<file path="config.mk">
export PLATFORM = sky130hd
export DESIGN_NAME = word_unpack16
export DESIGN_NICKNAME = d
export VERILOG_FILES = /design/src/rtl/word_unpack16.sv
export SDC_FILE = /design/constraint.sdc
export NUM_CORES = 1
export LEC_CHECK = 0
export ABC_CLOCK_PERIOD_IN_PS = 2009
export CAP_MARGIN = 20
export CORE_ASPECT_RATIO = 1.2
export CORE_MARGIN = 1
export CORE_UTILIZATION = 47
export CTS_CLUSTER_SIZE = 24
export DETAILED_ROUTE_END_ITERATION = 10
export PLACE_DENSITY = 0.89
export SYNTH_ARGS = -nofsm -noshare
export SYNTH_HDL_FRONTEND = slang
export SYNTH_SLANG_ARGS = --single-unit
</file>
<file path="constraint.sdc">
create_clock -name clk -period 2.01 [get_ports clk]
set_input_delay 0.3015 -clock clk [delete_from_list [all_inputs] [get_ports clk]]
set_output_delay 0.3015 -clock clk [all_outputs]
set_load 0.01 [all_outputs]
</file>
<file path="src/rtl/word_unpack16.sv">
// word_unpack16
//   Splits each accepted 16-bit word into two bytes on an 8-bit valid/ready
//   stream. It can sustain one byte per clock because a new word may be
//   accepted on the same edge that the second byte of the current word leaves.
//
// Handshake: on both sides a transfer happens only on a posedge clk where
//   valid && ready are both 1. Valid never depends on ready. in_ready does
//   depend combinationally on out_ready; that is what allows refill in B1.
//
// Parameters
//   LSB_FIRST  1: in_data[7:0] is emitted first; 0: in_data[15:8] first
//   CNT_W      width of byte_cnt
//
// Ports
//   clk        clock, all state changes on posedge
//   res        synchronous active-low reset
//   in_data    input word
//   in_valid   in_data valid
//   in_ready   word accepted this cycle when in_valid is 1
//   out_data   output byte (8'h00 when idle)
//   out_valid  out_data valid
//   out_ready  downstream accepts the byte this cycle
//   out_last   1 while the second byte of a word is presented
//   byte_cnt   bytes handed off since reset, wraps silently
module word_unpack16 #(
    parameter bit LSB_FIRST = 1'b1,
    parameter int CNT_W     = 8
) (
    input  logic             clk,
    input  logic             res,
    input  logic [15:0]      in_data,
    input  logic             in_valid,
    output logic             in_ready,
    output logic [7:0]       out_data,
    output logic             out_valid,
    input  logic             out_ready,
    output logic             out_last,
    output logic [CNT_W-1:0] byte_cnt
);

    typedef enum logic [1:0] {
        ST_EMPTY = 2'd0,
        ST_B0    = 2'd1,
        ST_B1    = 2'd2
    } state_t;

    state_t             state_q, state_d;
    logic [15:0]        hold_q, hold_d;
    logic [CNT_W-1:0]   byte_cnt_q, byte_cnt_d;

    logic               in_xfer;
    logic               out_xfer;
    logic [7:0]         first_byte;
    logic [7:0]         second_byte;

    assign first_byte  = LSB_FIRST ? hold_q[7:0]  : hold_q[15:8];
    assign second_byte = LSB_FIRST ? hold_q[15:8] : hold_q[7:0];

    // Outputs decoded from state.
    always_comb begin
        out_valid = (state_q != ST_EMPTY);
        out_last  = (state_q == ST_B1);
        out_data  = 8'h00;
        case (state_q)
            ST_B0:   out_data = first_byte;
            ST_B1:   out_data = second_byte;
            default: out_data = 8'h00;
        endcase
    end

    // res is folded in so that no word looks accepted during reset.
    assign in_ready = res && ((state_q == ST_EMPTY) ||
                              ((state_q == ST_B1) && out_ready));
    assign in_xfer  = in_valid && in_ready;
    assign out_xfer = out_valid && out_ready;
    assign byte_cnt = byte_cnt_q;

    always_comb begin
        state_d    = state_q;
        hold_d     = hold_q;
        byte_cnt_d = byte_cnt_q;

        if (out_xfer) begin
            byte_cnt_d = byte_cnt_q + 1'b1;
        end

        case (state_q)
            ST_EMPTY: begin
                if (in_xfer) begin
                    hold_d  = in_data;
                    state_d = ST_B0;
                end
            end
            ST_B0: begin
                if (out_xfer) begin
                    state_d = ST_B1;
                end
            end
            ST_B1: begin
                // in_xfer implies out_xfer here, since in_ready needs out_ready.
                if (in_xfer) begin
                    hold_d  = in_data;
                    state_d = ST_B0;
                end else if (out_xfer) begin
                    state_d = ST_EMPTY;
                end
            end
            default: begin
                state_d = ST_EMPTY;
            end
        endcase
    end

    always_ff @(posedge clk) begin
        if (!res) begin
            state_q    <= ST_EMPTY;
            hold_q     <= 16'h0000;
            byte_cnt_q <= '0;
        end else begin
            state_q    <= state_d;
            hold_q     <= hold_d;
            byte_cnt_q <= byte_cnt_d;
        end
    end

endmodule

</file>
# [Word-level counts from Yosys, hierarchy flattened]
# Cells that the tools add are included.
# Widths: inputs -> output; s select.
[word_totals] register_bits=26 latchBits=0 mem_bits_rw=0 rom_bits=0 input_bits=20 out_inout_bits=19 word_cells=25 n_memories=0
[op_classes] add_sub_neg=1 multipliers=0 div_mod_pow=0 order_cmp=0 eq_ne=5 shift=0 mux=6 bitwise_logic=0 reduce_logical=10
[ops] op="$pmux 8 s2" count=1
[ops] op="$add 8x1->8 const B" count=1
[ops] op="$mux 2" count=4
[ops] op="$pmux 2 s3" count=1
[ops] op="$logic_and 1x1->1" count=4
[ops] op="$ne 2x2->1 const B" count=2
[ops] op="$ne 3x1->1 const B" count=1
[ops] op="$reduce_and 3->1" count=1
[ops] op="$eq 2x1->1 const B" count=1
[ops] op="$eq 2x2->1 const B" count=1
[ops] op="$logic_not 2->1" count=1
[ops] op="$reduce_and 2->1" count=1
[ops] op="$reduce_bool 2->1" count=1
[ops] op="$reduce_or 2->1" count=1
[ops] op="$logic_or 1x1->1" count=1

# [Longest topological paths before layout]
[depth] ltp_word=7 depth_mapped=8 depth_no_buf=5

# [Least setup slack after synthesis]
# OpenSTA, ideal clock, no wires.
[synth_path] path_kind="flip-flop to output port" startpoint="reg state_q[0]" endpoint="out in_ready" arrival_ns=1.330 required_time_ns=1.709 path_slack_ns=0.379 path_stages_with_launch=7 n_path_buf=2 path_cell_list="dfxtp_1 -> inv_1 -> ha_1 -> a21o_1 -> buf_6 -> buf_2 -> and2_1"
[synth_between] elab_chain_len=4 elab_cells_between_ends=5 cone_classes="eq/ne: 1; reduce/logical: 4"
[synth_lines] item="start, declared" line="47" rtl="state_t state_q, state_d;"
[synth_lines] item="start signal, assigned" line="120" rtl="state_q <= state_d;"
[synth_lines] item="$eq 2x2->1" line="73" rtl="((state_q == ST_B1) && out_ready));"
[synth_lines] item="$logic_and 1x1->1" line="73"
[synth_lines] item="$logic_or 1x1->1 (*)" line="72" rtl="assign in_ready = res && ((state_q == ST_EMPTY) ||"
[synth_lines] item="$logic_and 1x1->1 (*)" line="72"
[synth_lines] item="end, declared" line="33" rtl="output logic in_ready,"
# Every way passes the cells marked *; elsewhere a longest branch is shown, timed or not.

# [Worst setup path in the final report]
[layout_path] startpoint="reg state_q[0]" endpoint="out out_data[2]"
[layout_between] elab_chain_len=2 elab_cells_between_ends=3 cone_classes="eq/ne: 2; mux: 1"
[layout_lines] item="$eq 2x2->1 / $eq 2x1->1 (equally long branches)" line="64" rtl="case (state_q)"
[layout_lines] item="$pmux 8 s2 (*)" line="64"
[layout_lines] item="end, declared" line="34" rtl="output logic [7:0] out_data,"
# Marked as above.

==> qor.yml <==
status: "complete, no violations"
report.final.hold_viol_count: 0
max_cap_viol_count: 0
synthDistinctLibCells: 36
async_flop_share_pct: 0
diodes: 0
vias_in_the_first_global_route: 1157
vias_per_cell: 5.68
worst-slew-pin-transition_ps: 475
tcrit_tclk_final_pct: 97.2
syn_avg_cell_area_sq_um: 8.92
worst_slew_margin_rel_pct: 68.3
finalMaxSlewViolations: 0
dpl_cell_area_sq_um: 1790
setup.worst_path.end_class: "output pin"
setup_ws_ps: 56.6
cts-hold-fix-buffers: 0
power_per_cell_area_nw_per_um2: 899
chipWidth_microns: 51.5
initial_core_util_pct: 49.6
cts_tree: "yes"
post_synth_instance_area_sq_um: 1380
height_of_the_chip_microns: 61.4
crit_required_ps: 1710
fp-row-count: 21
clock.fmax_mhz: 512
tot_gr_track_use_pct: 21.9
place_worst_setup_slack_ps: 42.3
dp_hpwl_mm: 2.20
clk_pin_slew_worst_paths_ps: 120
synth_nets: 181
antenna_found_initial: 0
max-clock-path-buffers: 2
setup_viol_count_final: 0
setup.worst_path.start_class: "flip-flop"
p_leak_nw: 0.754
tritoncts.num_buffers: 3
grt_setup_unrepaired: "true"
grt_start_max_net_pins: 41
layout.core_utilization_pct: 68.2
drt_iter0_drc: 31
critical_path.max_stage_delay_ps: 390
final_period_minus_worst_setup_slack_ps: 1950
vias: 1294
layout-drive-gt1-share_pct: 19.1
min_path_type: "flip-flop to flip-flop"
gpl.final_weighted_congestion: 0.765
num_io_pins: 39
crit_slowest_cell: "sky130_fd_sc_hd__dfxtp_4"
antenna_left: 0
critical_path_arrival_ps: 1650
yosys_register_bits: 26
postRouteWirelength_mm: 3.29
yosysSeqAreaShare_pct: 37.6
dieArea_sq_um: 3160
flow.area_growth_from_synthesis_pct: 37.5
syn-instance-count: 155
drc_errors_left: 0
layout.nets: 221
worst_ir_drop_vdd_v: 0.000614
grt_first_pass_wirelength_mm: 5.26
cts_root_buffer: "sky130_fd_sc_hd__clkbuf_4"
stdcell_area_sq_um: 1900
worst-setup-path-type: "flip-flop to output pin"
synth-edff-count: 0
yosys_most_used_dff: "sky130_fd_sc_hd__dfxtp_1"
clock_sinks: 26
worst-r2r-setup-slack_ps: 250
clock_skew_ps: 17.2
core_area_sq_um: 2790
htreeDepth: 1
drt_first_pass_iters: 4
routed_wire_length_per_instance_microns: 14.4
portBuffers: 38
yosys_warnings: 0
critical_path_peak_fanout: 6
hold_slack_final_ps: 470
crit_chain: "inv_2 > ha_2 > buf_4 > a22oi_1 > nor2b_1 > dlygate4sd2_1"
overflow: 0
insertion_delay_of_the_later_clocked_pin_in_the_worst_skew_pair_ps: 320
cell usage in the layout, fill, tap and decap left out, drive strengths merged:
cell type and n:
clkdlybuf4s50 27, dfxtp 26, nand2 22, nand4 18, o21ai 17, nor2b 9, buf 9, dlygate4sd2 8
a22oi 8, ha 6, inv 5, or4 4, a21oi 4, mux2i 3, o31ai 3, nor2 3
clkbuf 3, dlymetal6s2s 2, nor3 2, nand3b 2, a21o 1, and2 1, and3 1, and4b 1
nand3 1, nand2b 1, or3 1, xor2 1, xnor2 1, a31oi 1, o41ai 1, bufinv 1
clkdlybuf4s15 1
cell families (layout without fill, tap and decap cells):
group | count (synthesis) | count (layout) | synth area share (%)
XOR/XNOR | 2 | 2 | 1.27
flip-flops | 26 | 26 | 37.6
multiplexers | 3 | 3 | 2.17
AND/OR/NAND/NOR | 66 | 66 | 27.5
adder cells (fa/ha/maj) | 6 | 6 | 5.43
buffers and inverters | 17 | 56 | 7.51
AO/OA/AOI/OAI | 35 | 35 | 18.5
timing repair:
item                                    CTS  global route
gates resized for setup                  17             8
buffers inserted                          0             2
endpoints found under the setup margin   11            10
registers in the layout (all words and copies together), names as in the netlist:
signal    count
byte_cnt      8
hold_q       16
state_q       2
routing by layer:
layer	up-vias	track usage, %	wire [microns]
met4	0	4.63	0
met2	43	38.8	1710
met3	0	3.21	155
li1	644	-	-
met5	-	0	0
met1	607	28.3	1430
cell usage after synthesis, types with 2 or more instances:
master / number / area, sq um
sky130_fd_sc_hd__ha_1: 6 / 75.1
sky130_fd_sc_hd__clkbuf_1: 3 / 11.3
sky130_fd_sc_hd__a21oi_1: 4 / 20.0
sky130_fd_sc_hd__buf_2: 3 / 15.0
sky130_fd_sc_hd__nand4_1: 18 / 113
sky130_fd_sc_hd__buf_6: 2 / 22.5
sky130_fd_sc_hd__nand2_1: 22 / 82.6
sky130_fd_sc_hd__nor2b_1: 9 / 56.3
sky130_fd_sc_hd__mux2i_1: 3 / 30.0
sky130_fd_sc_hd__dfxtp_1: 26 / 521
sky130_fd_sc_hd__a22oi_1: 8 / 60.1
sky130_fd_sc_hd__inv_1: 5 / 18.8
sky130_fd_sc_hd__or4_1: 4 / 30.0
sky130_fd_sc_hd__o21ai_2: 10 / 87.6
sky130_fd_sc_hd__o31ai_1: 3 / 22.5
sky130_fd_sc_hd__nor2_1: 3 / 11.3
sky130_fd_sc_hd__o21ai_0: 7 / 35.0
stage by stage:
| stage | total power [mW] | TNS (ps) | instances |
|---|---|---|---|
| finish | 1.71 | 0 | 228 |
| global route | 1.81 | -121 | 228 |
| CTS | 1.67 | 0 | 226 |
| detailed placement | 1.28 | 0 | 222 |
| global placement | 1.26 | 0 | 222 |
| floorplan | 1.09 | 0 | 155 |
final timing paths:
path	startpoint	endpoint	cells after the start
max	state_q[0]$_SDFFE_PN0P_	out_data[2]	6
min	hold_q[6]$_SDFFE_PN0P_	hold_q[6]$_SDFFE_PN0P_	2
max reg2reg	state_q[1]$_SDFFE_PN0P_	byte_cnt[7]$_SDFFE_PN0P_	6
min reg2reg	hold_q[6]$_SDFFE_PN0P_	hold_q[6]$_SDFFE_PN0P_	2
final cells by class:
cell class	instances	area [sq um]
Timing Repair Buffer	47	455
Sequential cell	26	526
Tap cell	34	42.5
Inverter	5	18.8
Multi-Input combinational cell	112	806
Clock inverter	1	30.0
Clock buffer	3	22.5
Fill cell	231	885
power breakdown:
group / switching, mW / internal, mW
clock network: 0.151 / 0.202
logic: 0.360 / 0.343
registers: 0.0581 / 0.597
worst max-delay path: cells and delay by family (launching register included):
family | cells | cell delay [ps]
AND/OR/NAND/NOR | 1 | 70
flip-flops | 1 | 390
adder cells (fa/ha/maj) | 1 | 200
AO/OA/AOI/OAI | 1 | 180
buffers and inverters | 3 | 510
No activity file was read; power rests on OpenSTA's default activity.
